[config.mk]
export PLATFORM = sky130hd
export DESIGN_NAME = avg_seg_display
export DESIGN_NICKNAME = d
export VERILOG_FILES = /design/src/rtl/avg_seg_display.sv
export SDC_FILE = /design/constraint.sdc
export NUM_CORES = 1
export LEC_CHECK = 0
export ABC_CLOCK_PERIOD_IN_PS = 3100
export CORE_UTILIZATION = 39
export DETAILED_ROUTE_END_ITERATION = 12
export GPL_ROUTABILITY_DRIVEN = 1
export GPL_TIMING_DRIVEN = 0
export PLACE_DENSITY_LB_ADDON = 0.3
export SKIP_LAST_GASP = 1
export SLEW_MARGIN = 20
export SYNTH_ARGS = -nofsm -noshare
export SYNTH_HDL_FRONTEND = slang
export SYNTH_SLANG_ARGS = --single-unit
[constraint.sdc]
create_clock -name clk -period 3.1 [get_ports clk]
set_input_delay 0.62 -clock clk [delete_from_list [all_inputs] [get_ports clk]]
set_output_delay 0.62 -clock clk [all_outputs]
set_load 0.05 [all_outputs]
[src/rtl/avg_seg_display.sv]
// Sequential binary-to-BCD converter for an 8-bit average feeding a
// three-digit multiplexed seven-segment display with leading-zero blanking.
//
// state  | meaning
// IDLE   | no conversion in flight, pending buffer empty
// SHIFT  | double-dabble iterations, one input bit per cycle
// COMMIT | BCD result copied to display, next conversion chosen
module avg_seg_display #(
  parameter int unsigned SCAN_DIV = 1000,
  parameter bit          BLANK_LZ = 1'b1
) (
  input  logic       clk,
  input  logic       rst,
  input  logic [7:0] avg_in,
  input  logic       avg_valid,
  output logic [6:0] seg,
  output logic [2:0] digit_sel,
  output logic       busy
);

  typedef enum logic [1:0] {
    IDLE   = 2'd0,
    SHIFT  = 2'd1,
    COMMIT = 2'd2
  } state_t;

  localparam logic [15:0] SCAN_TC = 16'(SCAN_DIV - 1);

  state_t      state, state_nxt;
  logic [7:0]  shreg, shreg_nxt;
  logic [11:0] bcd, bcd_nxt, bcd_adj;
  logic [2:0]  bit_cnt, bit_cnt_nxt;
  logic [7:0]  pend, pend_nxt;
  logic        pend_full, pend_full_nxt;
  logic        commit;

  logic [11:0] dig, dig_nxt;
  logic [15:0] scan_cnt, scan_cnt_nxt;
  logic [1:0]  idx, idx_nxt;
  logic        scan_tc;
  logic [3:0]  nib;
  logic        blank;
  logic [6:0]  seg_nxt;
  logic [2:0]  sel_nxt;

  function automatic logic [3:0] add3(input logic [3:0] n);
    return (n >= 4'd5) ? n + 4'd3 : n;
  endfunction

  function automatic logic [6:0] decode(input logic [3:0] n);
    logic [6:0] s;
    case (n)
      4'd0: s = 7'h3F;
      4'd1: s = 7'h06;
      4'd2: s = 7'h5B;
      4'd3: s = 7'h4F;
      4'd4: s = 7'h66;
      4'd5: s = 7'h6D;
      4'd6: s = 7'h7D;
      4'd7: s = 7'h07;
      4'd8: s = 7'h7F;
      4'd9: s = 7'h6F;
      default: s = 7'h00;
    endcase
    return s;
  endfunction

  assign bcd_adj = {add3(bcd[11:8]), add3(bcd[7:4]), add3(bcd[3:0])};
  assign busy    = (state != IDLE);

  always_ff @(posedge clk) begin
    if (rst) state <= IDLE;
    else     state <= state_nxt;
  end

  always_comb begin
    state_nxt     = state;
    shreg_nxt     = shreg;
    bcd_nxt       = bcd;
    bit_cnt_nxt   = bit_cnt;
    pend_nxt      = pend;
    pend_full_nxt = pend_full;
    commit        = 1'b0;
    case (state)
      IDLE: begin
        if (avg_valid) begin
          shreg_nxt   = avg_in;
          bcd_nxt     = 12'd0;
          bit_cnt_nxt = 3'd0;
          state_nxt   = SHIFT;
        end
      end
      SHIFT: begin
        bcd_nxt     = {bcd_adj[10:0], shreg[7]};
        shreg_nxt   = {shreg[6:0], 1'b0};
        bit_cnt_nxt = bit_cnt + 3'd1;
        if (bit_cnt == 3'd7) state_nxt = COMMIT;
        // newest strobe wins; the running conversion is never disturbed
        if (avg_valid) begin
          pend_nxt      = avg_in;
          pend_full_nxt = 1'b1;
        end
      end
      COMMIT: begin
        commit      = 1'b1;
        bcd_nxt     = 12'd0;
        bit_cnt_nxt = 3'd0;
        if (avg_valid) begin
          shreg_nxt     = avg_in;
          pend_full_nxt = 1'b0;
          state_nxt     = SHIFT;
        end else if (pend_full) begin
          shreg_nxt     = pend;
          pend_full_nxt = 1'b0;
          state_nxt     = SHIFT;
        end else begin
          state_nxt = IDLE;
        end
      end
      default: state_nxt = IDLE;
    endcase
  end

  // Display path is computed from next-state values so seg and digit_sel
  // register together and a committed value shows up right after COMMIT.
  always_comb begin
    dig_nxt      = commit ? bcd : dig;
    scan_tc      = (scan_cnt == SCAN_TC);
    scan_cnt_nxt = scan_tc ? 16'd0 : scan_cnt + 16'd1;
    idx_nxt      = idx;
    if (scan_tc) idx_nxt = (idx == 2'd2) ? 2'd0 : idx + 2'd1;
    nib     = dig_nxt[3:0];
    blank   = 1'b0;
    sel_nxt = 3'b001;
    case (idx_nxt)
      2'd1: begin
        nib     = dig_nxt[7:4];
        blank   = BLANK_LZ && (dig_nxt[11:8] == 4'd0) && (dig_nxt[7:4] == 4'd0);
        sel_nxt = 3'b010;
      end
      2'd2: begin
        nib     = dig_nxt[11:8];
        blank   = BLANK_LZ && (dig_nxt[11:8] == 4'd0);
        sel_nxt = 3'b100;
      end
      default: ;
    endcase
    seg_nxt = blank ? 7'h00 : decode(nib);
  end

  always_ff @(posedge clk) begin
    if (rst) begin
      shreg     <= 8'd0;
      bcd       <= 12'd0;
      bit_cnt   <= 3'd0;
      pend      <= 8'd0;
      pend_full <= 1'b0;
      dig       <= 12'd0;
      scan_cnt  <= 16'd0;
      idx       <= 2'd0;
      seg       <= 7'h3F;
      digit_sel <= 3'b001;
    end else begin
      shreg     <= shreg_nxt;
      bcd       <= bcd_nxt;
      bit_cnt   <= bit_cnt_nxt;
      pend      <= pend_nxt;
      pend_full <= pend_full_nxt;
      dig       <= dig_nxt;
      scan_cnt  <= scan_cnt_nxt;
      idx       <= idx_nxt;
      seg       <= seg_nxt;
      digit_sel <= sel_nxt;
    end
  end

endmodule

==> flow_metrics.tcl, run 1 <==
set metrics [dict create \
    status "complete, no violations" \
    synth_area_leaders "dfxtp_1 (41%), ha_1 (8.3%), nor2_1 (6.0%)" \
    area_delta_synth_final_pct 21.9 \
    vdd_drop_max_mv 0.227 \
    routed_wl_um 7920 \
    cts_max_level 3 \
    vias_per_cell 5.24 \
    hold_path.class "register to register" \
    synthMuxAreaShare_pct 6.11 \
    cts-buffers-inserted 9 \
    drt_iter0_markers 146 \
    layout_commonest_cell "dfxtp_1" \
    path_class "register to register" \
    drtPass1Iterations 6 \
    rsz0062_at_grt "yes" \
    synth-seq-cells 74 \
    synth_adder_area_share_pct 8.33 \
    min_period_ns 3.08 \
    ys_types 49 \
    critPathCaptureType "register" \
    whs_path_depth 2 \
    antenna_cells 0 \
    setup_violations 0 \
    gr-total-overflow 0 \
    maxCapViolCount 0 \
    fmax_mhz 324 \
    period_share_pct 99.5 \
    grtUsageTotal_pct 17.2 \
    die_x_um 98.1 \
    grt_pass1_vias 2759 \
    cp.required_ns 3.31 \
    critPathMaxFanout 5 \
    grt_max_degree 13 \
    ioPinCount 22 \
    most-common-layout-cells "dfxtp_1 (71), nor2_1 (58), nand2_1 (26)" \
    arrival_ns 3.29 \
    fillers 859 \
    cts_tree "built" \
    die_h_um 98.1 \
    worst-slew-pin-transition_ns 0.651 \
    clk_pin_slew_ns 0.08 \
    netlist_area_sq_um 3600 \
    synth_top_area_cell "dfxtp_1" \
    syn_inst 407 \
    yosys_warnings 0 \
    synthArstFlopShare_pct 0 \
    final_nets 483 \
    synth_top_family_by_area "simple AND/OR/NAND/NOR gates" \
    drc_errors 0 \
    hold_buffers 0 \
    ys_seq_area_share_pct 41.1 \
    start_kind "register" \
    vias 2938 \
    cts-root-buf "clkbuf_8" \
    detail_route.wl_per_cell_um 14.1 \
    powerDensity_nw_per_um2 466 \
    finalSetupTns_ns 0 \
    synth-xor-area-share_pct 4.62 \
    hold_viol 0 \
    place_area_sq_um 3990 \
    cts_sinks 74 \
    cts_buffer_depth 2 \
    place_hpwl_um 5420 \
    synth-simple-area-share_pct 18.4 \
    rows 34 \
    portBuffers 20 \
    leakagePower_nw 1.68 \
    dieArea_sq_um 9630 \
    worstRegToRegCells 11 \
    synth_compound_area_share_pct 16.7 \
    ys.flop_type "dfxtp_1" \
    clock_latency_ns 0.34 \
    relSlewSlack_pct 56.6 \
    antenna_left 0 \
    final_layout_size_suffix_gt1_share_pct 15.0 \
    synth_edf_count 0 \
    fin_skew_ns 0.00809 \
    place_congestion 0.838 \
    core_sq_um 8850 \
    stdcell_area_sq_um 4390 \
    synth.top_cell.area_share_pct 41.1 \
    antenna_found_initial 0 \
    slew_viol_final 0 \
    grt_pass1_wl_um 13200 \
    syn_area_per_cell_sq_um 8.86 \
    start_util_pct 40.7 \
    syn_nets 442 \
]
worst max-delay path: stages, from the launching register on:
cell and delay, ns:
dfxtp_4 0.36, ha_4 0.13, nor4bb_1 0.20, nand3_1 0.16, nor3_4 0.34, mux2i_4 0.33, inv_1 0.11, ha_4 0.19
a221oi_1 0.58, nor2_1 0.22, o221ai_2 0.20, o211ai_1 0.12
report_power, final:
group	leakage, nW	internal, mW	switching (mW)	total [mW]
combinational	0.973	0.0876	0.153	0.240
clock	0.107	0.453	0.350	0.803
sequential	0.603	0.983	0.0209	1.00
area by class of cell:
class | count | area, sq um | area share [%]
buffer | 18 | 83.8 | 1.91
inverter | 22 | 87.6 | 1.99
timing repair buffer | 31 | 294 | 6.69
clock inverter | 5 | 78.8 | 1.79
multi-input combinational | 292 | 2090 | 47.6
sequential | 74 | 1490 | 33.9
tap | 108 | 135 | 3.08
clock buffer | 11 | 131 | 2.99
through the flow:
step / setup slack [ns] / hold WS (ns) / total power [mW] / util, % / std cells
final: 0.0156 / 0.462 / 2.05 / 49.7 / 561
after global routing: -0.148 / 0.483 / 2.15 / 49.7 / 561
after CTS: 0.0327 / 0.462 / 2.07 / 48.5 / 558
after detailed placement: -0.318 / 0.451 / 1.26 / 45.1 / 535
after global placement: -0.319 / 0.442 / 1.26 / 45.1 / 535
after floorplan: 0.0000204 / 0.434 / 1.19 / - / 407
metal layers:
layer,vias up,track usage [%],part of all wire (%)
met5,-,0,0
met4,0,5.17,1.1
met3,10,4.22,4.7
met2,55,27.6,46
met1,1376,22.8,48
li1,1497,-,-
cell usage after synthesis (5+ instances only):
cell type	number
a21oi_1	22
ha_1	24
and2_1	7
nor2_1	58
o21ai_0	11
a22o_1	6
xor2_1	9
a211oi_1	8
nor3_1	5
mux2i_1	16
xnor2_1	10
dfxtp_1	74
inv_1	22
a21o_1	5
nand2_1	27
a22oi_1	15
clkbuf_1	12
nand3_1	21
final timing paths:
path / startpoint / endpoint / slack [ns]
hold reg to reg: pend[4] / pend[4] / 0.46
setup reg to reg: scan_cnt[1] / seg[4] / 0.02
setup / recovery: scan_cnt[1] / seg[4] / 0.02
hold / removal: pend[4] / pend[4] / 0.46
cell families (layout without fill, tap and decap cells):
family | after synthesis | count (layout)
buffers and inverters | 41 | 87
multiplexers | 21 | 21
adder cells (fa/ha/maj) | 24 | 24
XOR/XNOR | 19 | 19
AO/OA/AOI/OAI | 85 | 85
flip-flops | 74 | 74
AND/OR/NAND/NOR | 143 | 143
registers in the layout, indices dropped and copies added (netlist names):
signal	count
seg	7
state	2
pend_full	1
idx	2
scan_cnt	16
bcd	12
bit_cnt	3
digit_sel	3
pend	8
shreg	8
dig	12
repair_timing:
action	CTS	global route
setup buffers	8	3
gates cloned	0	0
pin swaps	6	12
setup endpoints to repair	6	4
resized for setup	13	21
Note: power is estimated with default switching activity, not from simulation.
==> run 2: changes to the inputs <==
--- a/config.mk
+++ b/config.mk
@@ -8,2 +8,3 @@
 export ABC_CLOCK_PERIOD_IN_PS = 3100
+export CAP_MARGIN = 20
 export CORE_UTILIZATION = 39
@@ -18 +19,2 @@
 export SYNTH_SLANG_ARGS = --single-unit
+export TNS_END_PERCENT = 1
==> constraint.sdc (replaced) <==
create_clock -name clk -period 3.1 [get_ports clk]
set_input_delay 0.465 -clock clk [delete_from_list [all_inputs] [get_ports clk]]
set_output_delay 0.465 -clock clk [all_outputs]
set_load 0.05 [all_outputs]
==> run 2 against run 1 <==
- maximum frequency is 0.17% higher
- register-to-register slack barely moved
- first-iteration DRC count increased by 6.8%
- sequential cell count unchanged
- critical path depth is 4 higher
- global-route usage unchanged
- sequential power barely moved
- critical path type unchanged
- critical endpoint unchanged
- largest power group unchanged
- highest routed layer unchanged
==> flow_metrics.tcl, run 2 (synthesis gave the netlist of run 1 again) <==
set metrics [dict create \
    gr-total-overflow 0 \
    maxCapViolCount 0 \
    finalSetupTns_ns 0 \
    dp_worst_setup_slack_ns -0.318 \
    path_class "register to register" \
    start_kind "register" \
    cp_common_cell "ha_4" \
    antenna_found_initial 0 \
    cts-root-buf "clkbuf_8" \
    switchingPower_uw 528 \
    fmax_mhz 325 \
    final_nets 483 \
    vdd_drop_max_mv 0.227 \
    stdcell_area_sq_um 4350 \
    final_cells 561 \
    slowest_delay_ns 0.36 \
    critPathMaxFanout 8 \
    period_share_pct 99.3 \
    drc_errors 0 \
    dieArea_sq_um 9630 \
    cp.required_ns 3.31 \
    place_hpwl_um 5420 \
    path_buf_inv 3 \
    clock_latency_ns 0.35 \
    die_h_um 98.1 \
    drt_iter0_markers 156 \
    grt_max_degree 13 \
    powerDensity_nw_per_um2 471 \
    critPathCaptureType "register" \
    top_regs "scan_cnt: 16 flops, bcd: 12 flops, dig: 12 flops" \
    status "complete, no violations" \
    detail_route.wl_per_cell_um 14.0 \
    place_congestion 0.838 \
    cts_sinks 74 \
    portBuffers 20 \
    start_util_pct 40.7 \
    path_cells "ha_4 -> nor4bb_1 -> nand3_1 -> nor3_4 -> mux2i_2 -> inv_2 -> ha_4 -> buf_6 -> nand2_1 -> and2_4 -> inv_4 -> ha_2 -> or3_1 -> o221ai_2 -> o211ai_1" \
    worst_slack_ns 0.0210 \
    area_delta_synth_final_pct 20.7 \
    fin_util_pct 49.2 \
    hold_viol 0 \
    grt_pass1_vias 2759 \
    slew_viol_final 0 \
    hold_path.class "register to register" \
    fillers 867 \
    power_mw 2.05 \
    critPathSlowestCell "dfxtp_4" \
    most-common-layout-cells "dfxtp_1 (71), nor2_1 (58), nand2_1 (27)" \
    worst-slew-pin-transition_ns 0.633 \
    vias_per_cell 5.23 \
    grt_pass1_wl_um 13200 \
    clockPowerShare_pct 39.4 \
    antenna_cells 0 \
    grtUsageTotal_pct 17.2 \
    arrival_ns 3.29 \
    setup_violations 0 \
    largest_reg_flops 16 \
    largest-register "scan_cnt" \
    place_inst 535 \
    final_layout_size_suffix_gt1_share_pct 13.9 \
    vias 2932 \
    combPwrFrac_pct 11.7 \
    layout_commonest_cell "dfxtp_1" \
    cts_buffer_depth 2 \
    clk_pin_slew_ns 0.08 \
    rsz0062_at_grt "yes" \
    cts_max_level 3 \
    fin_skew_ns 0.00813 \
    place_area_sq_um 3990 \
    relSlewSlack_pct 57.8 \
    hold_slack_ns 0.462 \
    leakagePower_nw 1.68 \
    drtPass1Iterations 6 \
    cp_top_family "simple AND/OR/NAND/NOR gates" \
    min_period_ns 3.08 \
    die_x_um 98.1 \
    p_int_mw 1.52 \
    ioPinCount 22 \
    cts_tree "built" \
    swShare_pct 25.8 \
    pwr-share-seq_pct 48.9 \
    cts-buffers-inserted 9 \
    rows 34 \
    antenna_left 0 \
    routed_wl_um 7880 \
    core_sq_um 8850 \
]
==> run 2: cell counts in the layout (fill, tap and decap cells not counted) <==
Identical to the previous run, type by type.
==> run 2: layout make-up <==
type | instances | area (sq um) | share of cell area, %
clock buffers | 11 | 131 | 3.02
repair buffers | 31 | 290 | 6.67
plain buffers | 18 | 83.8 | 1.93
clock inverters | 5 | 78.8 | 1.81
multi-input cells | 292 | 2050 | 47.2
inverters | 22 | 87.6 | 2.01
flip-flops and latches | 74 | 1490 | 34.2
well taps | 108 | 135 | 3.11
==> run 2: what timing repair did <==
action,in CTS,in global routing
pin swaps,6,9
gates resized for setup,13,12
setup endpoints to repair,6,4
hold buffers,0,0
setup buffers,8,3
==> run 2: worst reg2reg max path: cells and delay by family, from the launching register on <==
kind | cells | cell delay, ns
compound gates | 2 | 0.19
mux | 1 | 0.30
simple gates | 6 | 1.25
flops | 1 | 0.36
buf+inv | 3 | 0.26
fa+ha+maj | 3 | 0.58
==> run 2: routing by layer <==
| metal | vias up | routed length (um) | global-route usage (%) |
|---|---|---|---|
| met5 | - | 0 | 0 |
| met4 | 0 | 92 | 5.17 |
| met3 | 10 | 362 | 4.22 |
| met2 | 48 | 3660 | 27.6 |
| met1 | 1380 | 3760 | 22.8 |
| li1 | 1494 | - | - |
==> run 2: path summary, 6_finish.rpt <==
check | from | endpoint | slack (ns) | cells after the start
hold / removal | pend[4] | pend[4] | 0.46 | 2
setup reg to reg | scan_cnt[1] | seg[4] | 0.02 | 15
setup / recovery | scan_cnt[1] | seg[4] | 0.02 | 15
hold reg to reg | pend[4] | pend[4] | 0.46 | 2
==> run 2: power groups by stage <==
stage               Combinational [mW]  Sequential, mW  Clock (mW)
finish                           0.240            1.00       0.807
global route                     0.267            1.01       0.871
CTS                              0.242            1.00       0.828
detailed placement               0.235            1.03           0
global placement                 0.232            1.03           0
floorplan                        0.152            1.04           0
==> edit (settings of run 2) <==
Register the inputs `avg_in` and `avg_valid` before use, cleared by the reset. The logic sees them one clock later.
--- a/src/rtl/avg_seg_display.sv
+++ b/src/rtl/avg_seg_display.sv
@@ -25,6 +25,19 @@
   } state_t;
 
   localparam logic [15:0] SCAN_TC = 16'(SCAN_DIV - 1);
+
+  logic [7:0] avg_q;
+  logic avg_valid_q;
+
+  always_ff @(posedge clk) begin
+    if (rst) begin
+      avg_q       <= '0;
+      avg_valid_q <= '0;
+    end else begin
+      avg_q       <= avg_in;
+      avg_valid_q <= avg_valid;
+    end
+  end
 
   state_t      state, state_nxt;
   logic [7:0]  shreg, shreg_nxt;
@@ -83,8 +96,8 @@
     commit        = 1'b0;
     case (state)
       IDLE: begin
-        if (avg_valid) begin
-          shreg_nxt   = avg_in;
+        if (avg_valid_q) begin
+          shreg_nxt   = avg_q;
           bcd_nxt     = 12'd0;
           bit_cnt_nxt = 3'd0;
           state_nxt   = SHIFT;
@@ -96,8 +109,8 @@
         bit_cnt_nxt = bit_cnt + 3'd1;
         if (bit_cnt == 3'd7) state_nxt = COMMIT;
         // newest strobe wins; the running conversion is never disturbed
-        if (avg_valid) begin
-          pend_nxt      = avg_in;
+        if (avg_valid_q) begin
+          pend_nxt      = avg_q;
           pend_full_nxt = 1'b1;
         end
       end
@@ -105,8 +118,8 @@
         commit      = 1'b1;
         bcd_nxt     = 12'd0;
         bit_cnt_nxt = 3'd0;
-        if (avg_valid) begin
-          shreg_nxt     = avg_in;
+        if (avg_valid_q) begin
+          shreg_nxt     = avg_q;
           pend_full_nxt = 1'b0;
           state_nxt     = SHIFT;
         end else if (pend_full) begin
Function: changed (Yosys sat finds a counterexample within 4 cycles, from zero or initial values and one cycle with rst high).
==> edit against run 2 <==
  * The flow now finishes with violations (negative setup slack)
  * Area after synthesis increased by 9.2%
  * Setup slack lost 0.26 ns
  * Combinational power is 5% lower
  * Cell area rose by 11%
  * Hold slack lost 0.00062 ns
  * Sequential cell count rose by 9
  * Wire length up 12%
  * Critical path depth down 1
  * Total power increased by 9.3%
  * Critical endpoint is now seg[0]$_SDFF_PP1_
  * Highest routed layer unchanged
==> edit: results (changes against run 2) <==
Status
  – Outcome: complete, but fails checks
  – Violated checks: negative setup slack

Clock network
  – Root Driver: clkbuf_8
  – Skew-Pair Late Insertion Delay: around 0.36 ns
  – Total clock buffers created by CTS: 9 (unchanged)
  – Worst-path clk slew: 0.10 ns (+0.02 ns)
  – CTS H-Tree Depth: 3 (unchanged)

Timing
  – Slew @ Worst Pin: 0.7331 ns (+0.09979 ns)
  – Final Skew: 0.01395 ns (+0.005825 ns)
  – Setup TNS: -1.240 ns (-1.240 ns)
  – Worst setup margin: -0.2406 ns (-0.2616 ns)
  – Final setup viols: 7 (+7)

Worst setup path
  – Critical Path Source Type: register
  – Largest delay share family, worst path: simple AND/OR/NAND/NOR gates
  – Reg2reg start: scan_cnt[15]$_SDFF_PP0_
  – Critical path peak fanout: 6 (-2)
  – Crit path DAT: 3.57 ns (+0.28 ns)
  – Reg2reg path depth: 14 (-1)
  – CP max stage cell: or4_4
  – Max incr delay on CP: 0.53 ns (+0.17 ns)

Routing
  – Wire per inst: 14.27 um (+1.6%)
  – Pre-Repair DR Iteration Count: 4 (-2)
  – Mean number of vias per cell: 5.132 (-1.8%)
  – DRT iter0 DRCs: 148 (-5.1%)

Logic synthesis
  – Main area contributors after synthesis: dfxtp_1 42%, ha_1 7.6%, nor2_1 5.4%
  – Synth top cells by count: 83 x dfxtp_1, 57 x nor2_1, 32 x nand2_1, 28 x a21oi_1, 24 x ha_1
  – Avg Inst Size Synth: 9.028 sq um (+1.9%)
  – Synth Flop Type: dfxtp_1
  – Synth warn: 0 (unchanged)
  – Unique masters post-synth: 49 (unchanged)
  – Post-synthesis sequential area ratio: 42.21% (+1.1 points)
  – Async set-reset flop share out of synthesis: 0% (unchanged)
  – Post-Syn Nets: 471 (+6.6%)

Place
  – Hpwl dp: 5885 um (+8.5%)
  – DP Area: 4375 sq um (+9.8%)
  – Routability congestion estimate: 0.8020 (-4.3%)
  – Cell count after placement: 590 (+10%)
  – Pre-CTS WS: -0.4737 ns (-0.1554 ns)
  – IO Port Bufs: 21 (+5.0%)

Finish
  – Fraction of layout cells with a size suffix above 1: 16.43% (+2.5 points)
  – Diodes inserted: 0 (unchanged)
  – # nets final: 517 (+7.0%)
  – Post-route insts no fill: 620 (+11%)
  – Top flop regs: scan_cnt x16, bcd x12, dig x12

Worst hold path
  – HP Class: reg2reg
  – WHS Path Cells: 2 (unchanged)
  – Hold path startpoint: pend[7]$_SDFFE_PP0P_

Global route
  – Vias in the first global route: 2961 (+7.3%)
  – Global-route wire length before repair: 14310 um (+8.1%)
  – Initial antenna violation count: 0 (unchanged)
  – Largest net degree at the start of global routing: 17 (+4)
  – GRT Overall Usage: 17.72% (+0.53 points)

Pwr
  – Leakage: 1.796 nW (+7.0%)
  – VDD IR max: 207.5 uV (-8.8%)
-- edit: cell types whose count changed after synthesis, moves of 6 or more --
cell	change
a21oi_1	+6
mux2_2	+7
nor2b_1	+10
a211o_1	+7
dfxtp_1	+9
a22o_1	-6
-- edit: kinds of logic after synthesis --
logic type | synth area share [%]
AO/OA/AOI/OAI | 14.24
XOR/XNOR | 4.228
adder cells (fa/ha/maj) | 7.629
buffers and inverters | 4.450
flip-flops | 42.21
multiplexers | 7.597
AND/OR/NAND/NOR | 19.64
-- edit: metal layers --
layer | track usage, % | wire length (um) | up-vias
met5 | 0 | 0 | -
met4 | 6.593 | 143 | 0
met3 | 3.967 | 265 | 16
met2 | 29.54 | 4218 | 51
met1 | 22.29 | 4219 | 1527
li1 | - | - | 1588
-- edit: repair_timing --
| action | 4_1_cts | 5_1_grt |
|---|---|---|
| setup endpoints to repair | 7 | 7 |
| pin swaps | 8 | 10 |
| resized for setup | 16 | 8 |
| buffers inserted | 11 | 4 |
-- edit: final timing paths --
check                         end  slack (ns)
max             seg[0]$_SDFF_PP1_       -0.24
min          pend[7]$_SDFFE_PP0P_        0.46
max reg2reg     seg[0]$_SDFF_PP1_       -0.24
min reg2reg  pend[7]$_SDFFE_PP0P_        0.46
-- edit: final cells by class --
| class | instances | area [sq um] |
|---|---|---|
| Clock inverter | 7 | 105.1 |
| Sequential cell | 83 | 1665 |
| Inverter | 20 | 80.08 |
| Buffer | 21 | 95.09 |
| Tap cell | 133 | 166.4 |
| Multi-Input combinational cell | 311 | 2255 |
| Fill cell | 926 | 4961 |
| Timing Repair Buffer | 36 | 322.8 |
| Clock buffer | 9 | 123.9 |
-- edit: report_power, final --
group	switching, W	total, W	internal [W]
sequential	0.0000216	0.00112	0.00109
combinational	0.000151	0.000228	0.0000770
clock	0.000429	0.000898	0.000469
